==> src/rtl/pipeline_ctrl.sv <==
// pipeline_ctrl
//   Hazard and sequencing controller for the five-stage core. Produces the
//   hold / flush / bubble controls for the PC, IF/ID and ID/EXE registers from
//   load-use hazards, taken branches and memory stalls. It also serialises CSR
//   instructions by draining older work, and sequences trap redirects.
//
// Ports
//   clk, reset              : clock, synchronous active-high reset
//   ID_valid, ID_is_csr     : ID instruction present / is a CSR access
//   ID_rs{1,2}_addr         : ID source register addresses
//   ID_uses_rs{1,2}         : source actually read
//   ID_src{1,2}_f           : source comes from the FP register file
//   EXE_MemRead             : EXE instruction is a load
//   EXE_write_addr, EXE_dst_f : EXE destination and its register file
//   branch_taken            : EXE resolved a redirect
//   trap_req                : level trap request, held until CSR_reset
//   im_stall, dm_stall      : memory waits
//   PC_stall, IFID_stall    : hold PC / IF/ID
//   IFID_flush              : clear IF/ID
//   Control_flush           : bubble into ID/EXE
//   CSR_stall               : CSR drain in progress
//   CSR_reset               : one-cycle trap redirect / trap acknowledge
//   stall_cycles            : number of cycles with PC_stall=1 (wraps)

module pipeline_ctrl #(
    parameter int unsigned DRAIN_CYCLES = 3
) (
    input  logic        clk,
    input  logic        reset,
    input  logic        ID_valid,
    input  logic        ID_is_csr,
    input  logic [4:0]  ID_rs1_addr,
    input  logic [4:0]  ID_rs2_addr,
    input  logic        ID_uses_rs1,
    input  logic        ID_uses_rs2,
    input  logic        ID_src1_f,
    input  logic        ID_src2_f,
    input  logic        EXE_MemRead,
    input  logic [4:0]  EXE_write_addr,
    input  logic        EXE_dst_f,
    input  logic        branch_taken,
    input  logic        trap_req,
    input  logic        im_stall,
    input  logic        dm_stall,
    output logic        PC_stall,
    output logic        IFID_stall,
    output logic        IFID_flush,
    output logic        Control_flush,
    output logic        CSR_stall,
    output logic        CSR_reset,
    output logic [31:0] stall_cycles
);

    typedef enum logic [1:0] {
        ST_RUN   = 2'd0,
        ST_DRAIN = 2'd1,
        ST_ISSUE = 2'd2
    } state_t;

    localparam logic [3:0] DRAIN_LOAD = 4'(DRAIN_CYCLES - 1);

    state_t      state_q, state_d;
    logic [3:0]  cnt_q, cnt_d;
    logic [31:0] stall_cycles_q, stall_cycles_d;

    logic mstall;
    logic exe_dst_is_x0;
    logic src1_hit, src2_hit;
    logic lu;

    // Hazard detection. Integer x0 is hard-wired zero and never creates a
    // dependency; FP f0 is an ordinary register and does.
    always_comb begin
        mstall        = im_stall | dm_stall;
        exe_dst_is_x0 = (EXE_write_addr == 5'd0) && !EXE_dst_f;
        src1_hit      = ID_uses_rs1 && (ID_rs1_addr == EXE_write_addr)
                        && (ID_src1_f == EXE_dst_f) && !exe_dst_is_x0;
        src2_hit      = ID_uses_rs2 && (ID_rs2_addr == EXE_write_addr)
                        && (ID_src2_f == EXE_dst_f) && !exe_dst_is_x0;
        lu            = ID_valid && EXE_MemRead && (src1_hit || src2_hit);
    end

    // Next state and controls, priority: reset, mstall, trap, branch, FSM.
    always_comb begin
        state_d       = state_q;
        cnt_d         = cnt_q;
        PC_stall      = 1'b0;
        IFID_stall    = 1'b0;
        IFID_flush    = 1'b0;
        Control_flush = 1'b0;
        CSR_stall     = 1'b0;
        CSR_reset     = 1'b0;

        if (reset) begin
            state_d = ST_RUN;
            cnt_d   = '0;
        end else if (mstall) begin
            // Everything freezes; a drain keeps its bubble asserted.
            PC_stall   = 1'b1;
            IFID_stall = 1'b1;
            CSR_stall  = (state_q == ST_DRAIN);
        end else if (trap_req) begin
            CSR_reset  = 1'b1;
            IFID_flush = 1'b1;
            state_d    = ST_RUN;
            cnt_d      = '0;
        end else if (branch_taken) begin
            // A CSR being drained or issued is on the wrong path.
            IFID_flush    = 1'b1;
            Control_flush = 1'b1;
            state_d       = ST_RUN;
            cnt_d         = '0;
        end else begin
            unique case (state_q)
                ST_RUN: begin
                    if (ID_valid && ID_is_csr) begin
                        CSR_stall  = 1'b1;
                        PC_stall   = 1'b1;
                        IFID_stall = 1'b1;
                        if (DRAIN_CYCLES == 1) begin
                            state_d = ST_ISSUE;
                        end else begin
                            state_d = ST_DRAIN;
                            cnt_d   = DRAIN_LOAD;
                        end
                    end else if (lu) begin
                        PC_stall      = 1'b1;
                        IFID_stall    = 1'b1;
                        Control_flush = 1'b1;
                    end
                end
                ST_DRAIN: begin
                    CSR_stall  = 1'b1;
                    PC_stall   = 1'b1;
                    IFID_stall = 1'b1;
                    if (cnt_q == 4'd1) begin
                        state_d = ST_ISSUE;
                        cnt_d   = '0;
                    end else begin
                        cnt_d = cnt_q - 4'd1;
                    end
                end
                ST_ISSUE: begin
                    // The CSR check is skipped here so the issuing CSR does
                    // not immediately re-trigger a drain of itself.
                    if (lu) begin
                        PC_stall      = 1'b1;
                        IFID_stall    = 1'b1;
                        Control_flush = 1'b1;
                    end else begin
                        state_d = ST_RUN;
                    end
                end
                default: begin
                    state_d = ST_RUN;
                    cnt_d   = '0;
                end
            endcase
        end
    end

    always_comb begin
        stall_cycles_d = stall_cycles_q + {31'd0, PC_stall};
    end

    always_ff @(posedge clk) begin
        if (reset) begin
            state_q        <= ST_RUN;
            cnt_q          <= '0;
            stall_cycles_q <= '0;
        end else begin
            state_q        <= state_d;
            cnt_q          <= cnt_d;
            stall_cycles_q <= stall_cycles_d;
        end
    end

    // The counter output also reads zero during the reset cycle.
    assign stall_cycles = reset ? '0 : stall_cycles_q;

endmodule

==> config.mk <==
export PLATFORM = sky130hd
export DESIGN_NAME = pipeline_ctrl
export DESIGN_NICKNAME = d
export VERILOG_FILES = /design/src/rtl/pipeline_ctrl.sv
export SDC_FILE = /design/constraint.sdc
export NUM_CORES = 1
export LEC_CHECK = 0
export BUFFER_PORTS_ARGS = -buffer_cell sky130_fd_sc_hd__clkbuf_2
export CORE_MARGIN = 1.5
export CORE_UTILIZATION = 46
export CTS_BUF_LIST = sky130_fd_sc_hd__clkbuf_8 sky130_fd_sc_hd__clkbuf_16
export DETAILED_ROUTE_END_ITERATION = 12
export GPL_TIMING_DRIVEN = 0
export PLACE_DENSITY = 0.81
export SETUP_SLACK_MARGIN = 0.02
export SYNTH_ARGS = -nofsm -noshare
export SYNTH_HDL_FRONTEND = slang
export SYNTH_SLANG_ARGS = --single-unit
==> constraint.sdc <==
create_clock -name clk -period 5.45 [get_ports clk]
set_input_delay 0.2725 -clock clk [delete_from_list [all_inputs] [get_ports clk]]
set_output_delay 0.2725 -clock clk [all_outputs]
set_load 0.05 [all_outputs]
# Word-level counts from Yosys, hierarchy flattened
# Cells that the tools add are included.
dict set report totals {
  out_inout_bits 38
  ff_bits 38
  elab_cells 73
  input_bits 29
}
dict set report classes {
  muxes 38
  eq_ne 11
  add_sub_neg 2
  n_bitwise 2
  n_reduce_logical 17
}
# op count
set op_table {}
lappend op_table {{$add A32 B1 Y32} 1}
lappend op_table {{$mux W32} 1}
lappend op_table {{$mux W1} 23}
lappend op_table {{$mux W4} 4}
lappend op_table {{$pmux W4 S3} 1}
lappend op_table {{$eq A5 B5 Y1} 2}
lappend op_table {{$logic_and A1 B1 Y1} 10}
lappend op_table {{$mux W2} 5}
lappend op_table {{$ne A4 B4 Y1 const B} 2}
lappend op_table {{$pmux W2 S3} 1}
lappend op_table {{$logic_not A5 Y1} 1}
lappend op_table {{$eq A4 B1 Y1 const B} 1}
lappend op_table {{$ne A4 B3 Y1 const B} 1}
lappend op_table {{$pmux W1 S2} 2}
lappend op_table {{$reduce_and A4 Y1} 1}
lappend op_table {{$sub A4 B1 Y4 const B} 1}
lappend op_table {{$ne A3 B3 Y1 const B} 1}
lappend op_table {{$pmux W1 S3} 1}
lappend op_table {{$reduce_and A3 Y1} 1}
lappend op_table {{$eq A1 B1 Y1} 2}
lappend op_table {{$eq A2 B1 Y1 const B} 1}
lappend op_table {{$eq A2 B2 Y1 const B} 1}
lappend op_table {{$logic_not A1 Y1} 2}
lappend op_table {{$logic_not A2 Y1} 1}
lappend op_table {{other kinds (3)} 3}

# Longest topological paths before layout
# Gate-level depths: netlist (run 1).
dict set report depth {
  depth_word 14
  depth_mapped 12
  ltp_nobuf 10
}

# Worst setup path before layout (run 1)
# OpenSTA, ideal clock, no wires.
dict set report synth_path {
  kind {flip-flop to flip-flop}
  startpoint {register state_q[1]}
  endpoint {register stall_cycles_q[28]}
  t_required_ps 5379
  setup_ps 71
  synth_period_minus_slack_ps 3275
  path_buffers 0
  t_arrival_ps 3204
  path_slack_ps 2175
  stages_incl_launch_ff 11
  cell_sequence {dfxtp_1 > or3_1 > nor2_1 > nor2_1 > o22ai_1 > ha_1 > ha_1 > and2_1 > nand4_4 > or4_1 > a21oi_1}
}
dict set report synth_via {
  elab_chain_len 7
  elab_cells_between_ends 9
  cone_classes {1 x add/sub; 2 x eq/ne; 5 x mux; 1 x reduce/logical}
}
# element line
set synth_rtl {}
lappend synth_rtl {{start: declaration} 62} ;# state_t state_q, state_d;
lappend synth_rtl {{start signal: assignment} 172} ;# state_q <= state_d;
lappend synth_rtl {{$eq A2 B2 Y1 (tied with other cells)} n/a}
lappend synth_rtl {{$pmux W1 S3 (*)} n/a}
lappend synth_rtl {{$mux W1 (*) (4 in a row)} n/a}
lappend synth_rtl {{via IFID_stall} 46} ;# output logic IFID_stall,
lappend synth_rtl {{$add A32 B1 Y32 (*)} 163} ;# stall_cycles_d = stall_cycles_q + {31'd0, PC_stall};
lappend synth_rtl {{end signal: assignment} 174} ;# stall_cycles_q <= stall_cycles_d;
lappend synth_rtl {{end: declaration} 64} ;# logic [31:0] stall_cycles_q, stall_cycles_d;
# Mark *: on every way through the listed nets, which the timed path passes. The rest lies on a longest branch.
# A chain may end at the register's enable or synchronous reset.

# Worst setup path in the final report (run 1)
dict set report layout_path {
  startpoint {register state_q[1]}
  endpoint {register stall_cycles_q[30]}
}
dict set report layout_via {
  elab_chain_len 7
  elab_cells_between_ends 9
  cone_classes {1 x add/sub; 2 x eq/ne; 5 x mux; 1 x reduce/logical}
}
# element line
set layout_rtl {}
lappend layout_rtl {{$eq A2 B2 Y1 (tied with other cells)} 114} ;# unique case (state_q)
lappend layout_rtl {{$pmux W1 S3 (*)} 114}
lappend layout_rtl {{$mux W1 (*)} 107} ;# end else if (branch_taken) begin
lappend layout_rtl {{$mux W1 (*)} 102} ;# end else if (trap_req) begin
lappend layout_rtl {{$mux W1 (*)} 97} ;# end else if (mstall) begin
lappend layout_rtl {{$mux W1 (*)} 94} ;# if (reset) begin
lappend layout_rtl {{$add A32 B1 Y32 (*)} 163}
# Every way passes the cells marked *; elsewhere a longest branch is shown, timed or not.

==> impl_metrics.py, run 1 <==
metrics = {
    "outcome": {
        "status": "complete, no violations",
    },
    "global_route": {
        "grt_pass1_vias": 1979,
        "grt_pass1_wl_um": 8650,
        "grt_start_max_net_pins": 11,
        "gr-total-overflow": 0,
        "antenna_found_initial": 0,
        "gr-usage-all-layers": 0.202,
    },
    "logic_synthesis": {
        "synth_area_per_cell_um2": 8.01,
        "seq_area_frac_synth": 0.331,
        "syn_inst": 287,
        "ys_warn_count": 0,
        "syn-num-nets": 320,
        "synth_edf_count": 0,
        "synth-async-reset-ratio": 0,
        "synth_seq_cells": 38,
        "synth_flop_cell": "dfxtp_1",
        "ys_types": 40,
        "synth_area_mm2": 0.00230,
    },
    "cells_and_area": {
        "final_common_cell": "clkbuf_2",
        "diodes": 0,
        "fillers": 474,
        "post-route-util": 0.588,
        "nNetsFinal": 393,
        "final_cell_area_mm2": 0.00280,
        "syn_to_final_growth_pct": 21.6,
        "layout_common_cells": "66 x clkbuf_2, 38 x dfxtp_1, 33 x nor2b_1, 23 x nor2_1, 21 x a21oi_1",
        "layout-drive-gt1-share": 0.226,
    },
    "placed_design": {
        "hpwl_um": 3980,
        "finalWeightedCongestion": 0.832,
        "post_dp_cell_area_mm2": 0.00271,
        "portBuffers": 66,
    },
    "cts": {
        "holdBufCountCts": 0,
        "post_cts_buffers": 0,
        "cts_resized": 0,
        "clockBufferDepth": 2,
        "cts.sinks": 38,
        "root_buffer": "clkbuf_8",
        "cts_made_buffers": 5,
        "cts_tree": "done",
        "cts.clk_slew.worst_paths_ps": 70,
        "clk_latency_ps": 280,
        "htreeDepth": 2,
    },
    "setup_path": {
        "cp.required_ps": 5660,
        "crit_fanout": 10,
        "end_kind": "flop",
        "criticalPathCategory": "flop to flop",
        "arrival_ps": 3030,
        "start_kind": "flop",
    },
    "drt": {
        "ant_nets": 0,
        "detail_route.vias_per_cell": 5.49,
        "drc": 0,
        "drt_iter0_markers": 229,
        "dr.pass1.iters": 4,
        "drt-total-wl_um": 5410,
        "dr_total_vias": 2339,
        "wl_per_cell_um": 12.7,
    },
    "timing": {
        "max_slew_margin": 0.433,
        "report.final.slew_viol_count": 0,
        "setup_tns_ps": 0,
        "tightestPinTransition_ps": 840,
        "fmax_mhz": 354,
        "setup_violations": 0,
        "hold_viol": 0,
        "finalCritPeriodShare": 0.518,
        "fin_crit_ps": 2820,
        "rsz0062_at_grt": "no",
        "fin_skew_ps": 7.13,
    },
    "floorplan": {
        "die_area_mm2": 0.00543,
        "start_util": 0.484,
        "die_w_um": 73.7,
        "ios": 67,
        "chipHeight_um": 73.7,
        "row_count": 25,
        "core_area_mm2": 0.00475,
    },
    "power_and_ir_drop": {
        "p_per_area_mw_per_mm2": 190,
        "p_total_uw": 531,
        "peakVddDrop_v": 0.0000960,
        "p_leak_uw": 0.00107,
    },
    "run": {
        "max_cap_viol_count": 0,
    },
    "hold_path": {
        "min_path_type": "input port to flop",
    },
}
## where the power goes
part	total, µW	internal, µW	leakage (µW)	switching, µW
registers	282	280	0.000306	2.02
logic	61.8	24.0	0.000719	37.7
clock network	188	97.5	0.0000431	90.0
total	531	401	0.00107	130
## cells in the mapped netlist, types with 2 or more instances
| master | n | area share |
|---|---|---|
| buf_4 | 2 | 0.0065 |
| and4_1 | 7 | 0.027 |
| xnor2_1 | 18 | 0.069 |
| a31oi_1 | 3 | 0.0082 |
| nor4_1 | 3 | 0.0082 |
| nor2_1 | 23 | 0.038 |
| nand4_1 | 14 | 0.038 |
| a21oi_1 | 21 | 0.046 |
| and3_1 | 4 | 0.011 |
| nor3_1 | 7 | 0.015 |
| ha_1 | 4 | 0.022 |
| nor2b_1 | 33 | 0.090 |
| o21ai_0 | 12 | 0.026 |
| clkbuf_1 | 11 | 0.018 |
| or3_1 | 13 | 0.035 |
| o31ai_1 | 6 | 0.020 |
| nor3b_1 | 2 | 0.0065 |
| xor2_1 | 7 | 0.027 |
| buf_2 | 2 | 0.0044 |
| or4_1 | 9 | 0.029 |
| nand3b_1 | 2 | 0.0065 |
| inv_1 | 4 | 0.0065 |
| nand2_1 | 15 | 0.024 |
| dfxtp_1 | 38 | 0.33 |
| nand3_1 | 12 | 0.026 |
## metrics by stage
step	hold slack, ps	std cells	setup slack (ps)
floorplan	441	287	2180
global placement	457	420	2600
detailed placement	460	420	2610
CTS	359	426	2630
global route	378	426	2380
finish	371	426	2630
## flip-flops by register name (all words and copies together) (netlist names)
| name | cells |
|---|---|
| cnt_q | 4 |
| state_q | 2 |
| stall_cycles_q | 32 |
## metal layers
metal  vias up  GRT usage  part of all wire
met5         -          0                 0
met4         0     0.0700            0.0089
met3         4     0.0439             0.058
met2        79      0.334              0.48
met1      1067      0.260              0.45
li1       1189          -                 -
## area by class of cell
type	instances	area, µm²	share of cell area
buffer	16	77.6	0.0277
clock buffer	6	82.6	0.0295
inverter	4	15.0	0.00537
multi-input combinational	229	1450	0.517
sequential	38	761	0.272
tap	67	83.8	0.0300
timing repair buffer	66	330	0.118
## critical path, stage by stage, from the launching register on
cell,delay [ps]
dfxtp_1,360
or3_1,440
nor2_1,120
nor2_1,50
o22ai_1,250
ha_1,240
ha_1,210
and2_1,230
nand4_4,150
buf_6,180
or3_1,350
a21oi_1,150
## cell families (layout without fill, tap and decap cells)
kind of cell | after synthesis | after routing | synth area share
DFF | 38 | 38 | 0.331
adders and majority gates | 4 | 4 | 0.0218
and+or+nand+nor | 150 | 150 | 0.382
AOI/OAI and AO/OA | 49 | 49 | 0.125
xor gates and xnor gates | 25 | 25 | 0.0952
muxes | 1 | 1 | 0.00490
buffers and inverters | 20 | 92 | 0.0403
## worst paths after layout
kind,slack (ps),start,cells after the start,end
hold reg to reg,470,cnt_q[1],2,cnt_q[1]
hold / removal,370,im_stall,4,state_q[1]
setup / recovery,2630,state_q[1],11,stall_cycles_q[30]
setup reg to reg,2630,state_q[1],11,stall_cycles_q[30]
Note: power is estimated with default switching activity, not from simulation.
==> run 2: changes to the inputs <==
--- a/config.mk
+++ b/config.mk
@@ -5,13 +5,14 @@
 export SDC_FILE = /design/constraint.sdc
 export NUM_CORES = 1
 export LEC_CHECK = 0
+export ABC_AREA = 1
 export BUFFER_PORTS_ARGS = -buffer_cell sky130_fd_sc_hd__clkbuf_2
 export CORE_MARGIN = 1.5
 export CORE_UTILIZATION = 46
 export CTS_BUF_LIST = sky130_fd_sc_hd__clkbuf_8 sky130_fd_sc_hd__clkbuf_16
 export DETAILED_ROUTE_END_ITERATION = 12
 export GPL_TIMING_DRIVEN = 0
-export PLACE_DENSITY = 0.81
+export PLACE_DENSITY = 0.83
 export SETUP_SLACK_MARGIN = 0.02
 export SYNTH_ARGS = -nofsm -noshare
 export SYNTH_HDL_FRONTEND = slang
==> constraint.sdc (replaced) <==
create_clock -name clk -period 2.3 [get_ports clk]
set_input_delay 0.115 -clock clk [delete_from_list [all_inputs] [get_ports clk]]
set_output_delay 0.115 -clock clk [all_outputs]
set_load 0.05 [all_outputs]
==> run 2 against run 1 <==
Clock skew increased by 4.0 ps. Sequential share of layout area decreased by 4.3 points. First-iteration DRC count decreased by 38%. Count of clock-buffer cells in the layout unchanged. Cell count increased by 38%. Global-route usage increased by 1.6 points. Critical path type unchanged. Critical endpoint is now stall_cycles_q[18].
==> impl_metrics.py, run 2 <==
metrics = {
    "outcome": {
        "status": "complete, no violations",
    },
    "power_and_ir_drop": {
        "p_per_area_mw_per_mm2": 412,
        "peakVddDrop_v": 0.000307,
        "p_total_uw": 1370,
        "seqPwrFrac": 0.495,
        "p_sw_frac": 0.281,
        "clkPwrFrac": 0.356,
        "switchingPower_uw": 385,
        "p_leak_uw": 0.00156,
        "p_int_uw": 986,
        "power_frac_comb": 0.149,
    },
    "global_route": {
        "gr-total-overflow": 0,
        "grt_start_max_net_pins": 13,
        "grt_pass1_vias": 2502,
        "gr-usage-all-layers": 0.218,
        "antenna_found_initial": 0,
        "grt_pass1_wl_um": 10700,
    },
    "cts": {
        "clockBufferDepth": 2,
        "clk_latency_ps": 300,
        "htreeDepth": 2,
        "cts_made_buffers": 5,
        "cts_tree": "done",
        "cts.sinks": 38,
        "cts.clk_slew.worst_paths_ps": 80,
        "holdBufCountCts": 0,
        "root_buffer": "clkbuf_8",
    },
    "floorplan": {
        "row_count": 27,
        "die_area_mm2": 0.00607,
        "core_area_mm2": 0.00547,
        "chipHeight_um": 77.9,
        "ios": 67,
        "die_w_um": 77.9,
        "start_util": 0.471,
    },
    "drt": {
        "detail_route.vias_per_cell": 4.88,
        "ant_nets": 0,
        "wl_per_cell_um": 11.5,
        "drt_iter0_markers": 141,
        "drc": 0,
        "drt-total-wl_um": 6800,
        "dr_total_vias": 2877,
        "dr.pass1.iters": 4,
    },
    "logic_synthesis": {
        "ys_types": 35,
        "synth_top_area_share": 0.295,
        "synth_area_per_cell_um2": 5.99,
        "synth-async-reset-ratio": 0,
        "synth_xor_area_frac": 0.00679,
        "synth_edf_count": 0,
        "synth_compound_area_frac": 0.109,
        "muxShareOfSynthArea": 0,
        "synth_common_cells": "102 x nand2_1, 83 x inv_1, 74 x nor2_1, 38 x dfxtp_1, 30 x a21oi_1",
        "synth_flop_cell": "dfxtp_1",
        "synth_seq_cells": 38,
        "synthMostInstantiatedCell": "nand2_1",
        "syn_inst": 431,
        "synth_simple_gate_area_share": 0.434,
        "syn-num-nets": 464,
        "ys_warn_count": 0,
        "seq_area_frac_synth": 0.295,
        "synth_top_family_by_area": "simple AND/OR/NAND/NOR gates",
        "yosys-top-cells-area": "dfxtp_1 29%, nand2_1 15%, inv_1 12%",
        "synthAdderAreaFrac": 0.0194,
        "synth_area_mm2": 0.00258,
        "synth_largest_area_cell": "dfxtp_1",
    },
    "timing": {
        "setup_violations": 0,
        "fin_crit_ps": 2160,
        "setup_slack_ps": 140,
        "hold_viol": 0,
        "finalCritPeriodShare": 0.939,
        "fmax_mhz": 463,
        "max_slew_margin": 0.586,
        "tightestPinTransition_ps": 620,
        "fin_skew_ps": 11.1,
        "report.final.slew_viol_count": 0,
    },
    "cells_and_area": {
        "top_register": "stall_cycles_q",
        "reg_top3": "stall_cycles_q: 32 flops, cnt_q: 4 flops, state_q: 2 flops",
        "layout-drive-gt1-share": 0.253,
        "fillers": 494,
        "syn_to_final_growth_pct": 29.0,
        "diodes": 0,
        "nNetsFinal": 550,
        "final_common_cell": "nand2_1",
        "largest_reg_flops": 32,
        "layout_common_cells": "97 x nand2_1, 78 x inv_1, 69 x nor2_1, 61 x clkbuf_2, 36 x dfxtp_1",
    },
    "setup_path": {
        "end_kind": "flop",
        "criticalPathCategory": "flop to flop",
        "arrival_ps": 2330,
        "cp.required_ps": 2470,
        "start_kind": "flop",
        "crit_fanout": 4,
        "cp-startpoint": "state_q[1]",
        "regToRegStartpoint": "state_q[1]",
    },
    "placed_design": {
        "hpwl_um": 5150,
        "finalWeightedCongestion": 0.934,
        "dp_slack_ps": -285,
        "portBuffers": 66,
    },
    "run": {
        "max_cap_viol_count": 0,
    },
    "hold_path": {
        "hold_start": "im_stall",
        "min_path_type": "input port to flop",
    },
}
## run 2: cell families (layout without fill, tap and decap cells)
| family | count (synthesis) | in the layout |
|---|---|---|
| DFF | 38 | 38 |
| and+or+nand+nor | 241 | 241 |
| xor gates and xnor gates | 2 | 2 |
| AOI/OAI and AO/OA | 54 | 54 |
| buffers and inverters | 92 | 179 |
| adders and majority gates | 4 | 4 |
## run 2: what timing repair did
item,CTS,global route
setup endpoints to repair,1,17
buffers inserted,1,12
cloned,0,0
gates resized for setup,0,33
pin swaps,1,21
## run 2: final timing paths
kind / depth (start not counted) / slack, ps / endpoint
worst max-delay path: 16 / 140 / stall_cycles_q[18]
worst min-delay path: 4 / 240 / cnt_q[1]
worst max register to register: 16 / 140 / stall_cycles_q[18]
worst min register to register: 2 / 470 / stall_cycles_q[31]
## run 2: per-stage QoR
step | cell area, µm² | hold slack [ps] | std cells | util | setup TNS [ps]
6_report | 3330 | 243 | 590 | 0.608 | 0
5_1_grt | 3330 | 269 | 590 | 0.608 | -1.72
4_1_cts | 3150 | 237 | 578 | 0.576 | 0
3_5_place_dp | 3050 | 455 | 569 | 0.557 | -1960
3_3_place_gp | 3050 | 447 | 569 | 0.557 | -1300
2_1_floorplan | 2630 | 369 | 431 | - | -2.41
## run 2: area by class of cell
cell class	count	area (µm²)	share of cell area
multi-input cells	301	1570	0.470
flip-flops and latches	38	763	0.229
repair buffers	79	459	0.138
inverters	84	320	0.0962
well taps	72	90.1	0.0271
clock buffers	6	82.6	0.0248
plain buffers	8	35.0	0.0105
clock inverters	2	12.5	0.00376
## run 2: layer usage
| metal | up-vias | GRT usage | wire length, µm |
|---|---|---|---|
| met5 | - | 0 | 0 |
| met4 | 0 | 0.0643 | 102 |
| met3 | 11 | 0.0494 | 380 |
| met2 | 81 | 0.370 | 3230 |
| met1 | 1274 | 0.275 | 3090 |
| li1 | 1511 | - | - |
## run 2: power groups by stage
| stage | clock, µW | sequential [µW] | combinational, µW |
|---|---|---|---|
| after floorplan | 0 | 691 | 124 |
| after global placement | 0 | 692 | 177 |
| after detailed placement | 0 | 693 | 184 |
| after CTS | 491 | 678 | 185 |
| after global routing | 520 | 680 | 229 |
| final | 488 | 679 | 204 |
## run 2: critical path: stages, from the launching register on
cell	delay [ps]
dfxtp_2	350
nor2_4	110
o21ai_0	90
nand2_1	80
nand2_2	70
nand2_4	100
ha_4	160
ha_4	150
nand2_2	80
nor2_4	130
nand2_4	80
nor2_4	140
nand3_4	100
inv_2	90
nand2_2	70
nor3_2	180
nor3_1	60
==> run 3: changes to the inputs <==
--- a/config.mk
+++ b/config.mk
@@ -11,7 +11,6 @@
 export CORE_UTILIZATION = 46
 export CTS_BUF_LIST = sky130_fd_sc_hd__clkbuf_8 sky130_fd_sc_hd__clkbuf_16
 export DETAILED_ROUTE_END_ITERATION = 12
-export GPL_TIMING_DRIVEN = 0
 export PLACE_DENSITY = 0.83
 export SETUP_SLACK_MARGIN = 0.02
 export SYNTH_ARGS = -nofsm -noshare
==> run 3 against run 2 <==
Hold slack better by 67 ps. Power increased by 3.5%. Fmax fell by 1.1%. Largest cell class unchanged. Sequential power is essentially flat. Critical path depth increased by 7.
==> impl_metrics.py, run 3 (synthesis results as in run 2) <==
metrics = {
    "setup_path": {
        "arrival_ps": 2350,
        "rr_endpoint": "stall_cycles_q[18]",
        "end_kind": "flop",
        "cp.required_ps": 2470,
        "crit_fanout": 5,
        "regToRegStartpoint": "state_q[1]",
        "cp_common_cell": "nand2_1",
        "cp_top_family": "simple AND/OR/NAND/NOR gates",
        "max_stage_delay_ps": 170,
        "cp_num_buf_inv": 4,
        "criticalPathCategory": "input port to flop",
        "start_kind": "input port",
        "reg2reg_depth": 16,
        "cp_slowest_cell": "nor3_2",
        "ff2ff_setup_slack_ps": 160,
        "path_cells": "buf_6 -> inv_4 -> buf_4 -> a21boi_1 -> nand2_1 -> nor2_1 -> nand2_1 -> nand2_1 -> nand2_1 -> nor2_2 -> nand3_2 -> nand2_4 -> ha_4 -> ha_4 -> nand2_2 -> nor2_4 -> nand2_4 -> nor2_4 -> nand3_4 -> inv_2 -> nand2_2 -> nor3_2 -> nor3_1",
    },
    "cts": {
        "cts_tree": "done",
        "htreeDepth": 2,
        "cts.sinks": 38,
        "clk_latency_ps": 290,
        "clockBufferDepth": 2,
        "cts_made_buffers": 5,
        "cts.clk_slew.worst_paths_ps": 80,
        "root_buffer": "clkbuf_8",
    },
    "drt": {
        "drt_iter0_markers": 219,
        "highest_layer": "met4",
        "drc": 0,
        "wl_met2_um": 3200,
        "dr_total_vias": 2940,
        "wl_met1_um": 3040,
        "detail_route.vias_per_cell": 4.92,
        "dr_wl_met3_um": 421,
        "dr.pass1.iters": 4,
        "drt-total-wl_um": 6770,
        "ant_nets": 0,
        "wl_per_cell_um": 11.3,
    },
    "placed_design": {
        "finalWeightedCongestion": 0.949,
        "dp_slack_ps": -186,
        "portBuffers": 66,
        "hpwl_um": 5130,
        "post_dp_cell_area_mm2": 0.00317,
    },
    "run": {
        "max_cap_viol_count": 0,
    },
    "cells_and_area": {
        "fillers": 512,
        "syn_to_final_growth_pct": 32.3,
        "reg_top3": "stall_cycles_q: 32 flops, cnt_q: 4 flops, state_q: 2 flops",
        "regArea_um2": 763,
        "multi_input_area_mm2": 0.00157,
        "nNetsFinal": 558,
        "diodes": 0,
        "largest_reg_flops": 32,
        "layout_common_cells": "98 x nand2_1, 80 x inv_1, 70 x nor2_1, 64 x clkbuf_2, 36 x dfxtp_1",
        "final_common_cell": "nand2_1",
        "top_register": "stall_cycles_q",
        "layout-drive-gt1-share": 0.270,
        "final_cell_area_mm2": 0.00341,
    },
    "power_and_ir_drop": {
        "clkPwrFrac": 0.377,
        "power_frac_comb": 0.144,
        "switchingPower_uw": 368,
        "p_total_uw": 1420,
        "p_int_uw": 1050,
        "p_sw_frac": 0.259,
        "seqPwrFrac": 0.479,
        "p_leak_uw": 0.00164,
        "p_per_area_mw_per_mm2": 416,
        "peakVddDrop_v": 0.000236,
    },
    "hold_path": {
        "min_path_type": "input port to flop",
        "hold_start": "trap_req",
        "min_path_cells": 6,
        "hold_end": "state_q[0]",
    },
    "global_route": {
        "grt_pass1_vias": 2680,
        "grt_start_max_net_pins": 50,
        "gr-total-overflow": 0,
        "grt_pass1_wl_um": 11000,
        "gr-usage-all-layers": 0.219,
        "antenna_found_initial": 0,
    },
    "floorplan": {
        "start_util": 0.471,
        "die_w_um": 77.9,
        "chipHeight_um": 77.9,
        "core_area_mm2": 0.00547,
        "die_area_mm2": 0.00607,
        "row_count": 27,
        "ios": 67,
    },
    "timing": {
        "rsz0062_at_grt": "yes",
        "max_slew_margin": 0.668,
        "fin_crit_ps": 2180,
        "finalCritPeriodShare": 0.949,
        "report.final.slew_viol_count": 0,
        "hold_viol": 0,
        "fmax_mhz": 458,
        "fin_skew_ps": 5.93,
        "setup_slack_ps": 117,
        "tightestPinTransition_ps": 495,
        "setup_tns_ps": 0,
        "setup_violations": 0,
    },
    "outcome": {
        "status": "complete, no violations",
    },
}
-- run 3: cell count changes in the layout (fill, tap and decap cells not counted), sizes merged --
cell and change:
clkinv -1, buf +10, clkinvlp -1
-- run 3: what timing repair did --
item,in CTS,in global routing
setup endpoints to repair,0,21
buffers inserted,0,8
hold buffers,0,0
resized for setup,0,23
hold endpoints to repair,0,0
-- run 3: layout make-up --
class                      instances  area share
sequential                        38       0.224
multi-input combinational        301       0.459
inverter                          84      0.0931
tap                               72      0.0264
timing repair buffer              95       0.165
clock buffer                       8      0.0323
-- run 3: worst max-delay path by stage --
stage                start                 end  slack (ps)  cells after the start
2_1_floorplan  ID_uses_rs1  stall_cycles_q[18]          -2                     20
3_3_place_gp     EXE_dst_f  stall_cycles_q[18]         -80                     23
3_5_place_dp     EXE_dst_f  stall_cycles_q[18]        -190                     23
4_1_cts         state_q[1]  stall_cycles_q[18]         110                     16
5_1_grt          EXE_dst_f  stall_cycles_q[20]         -50                     23
6_report         EXE_dst_f  stall_cycles_q[18]         120                     23
-- run 3: worst reg2reg max path: cells and delay by family (launching register included) --
family                     cells  cell delay [ps]
and+or+nand+nor               12             1210
buffers and inverters          1               90
adders and majority gates      2              280
AOI/OAI and AO/OA              1              100
DFF                            1              350
-- run 3: metrics by stage --
step,util,hold slack (ps),instances
final,0.623,310,598
after global placement,0.579,447,582
after CTS,0.599,271,590
after global routing,0.623,334,598
after floorplan,-,369,431
after detailed placement,0.579,453,582
-- run 3: routing by layer --
layer | up-vias | global-route usage
met5 | - | 0
met3 | 10 | 0.0424
met2 | 96 | 0.368
li1 | 1525 | -
met4 | 0 | 0.0786
met1 | 1309 | 0.278
-- run 3: power by group through the flow --
stage	clock [µW]	combinational, µW	sequential [µW]
2_1_floorplan	0	124	691
3_3_place_gp	0	184	692
3_5_place_dp	0	191	693
4_1_cts	546	192	677
5_1_grt	575	228	680
6_report	536	204	679
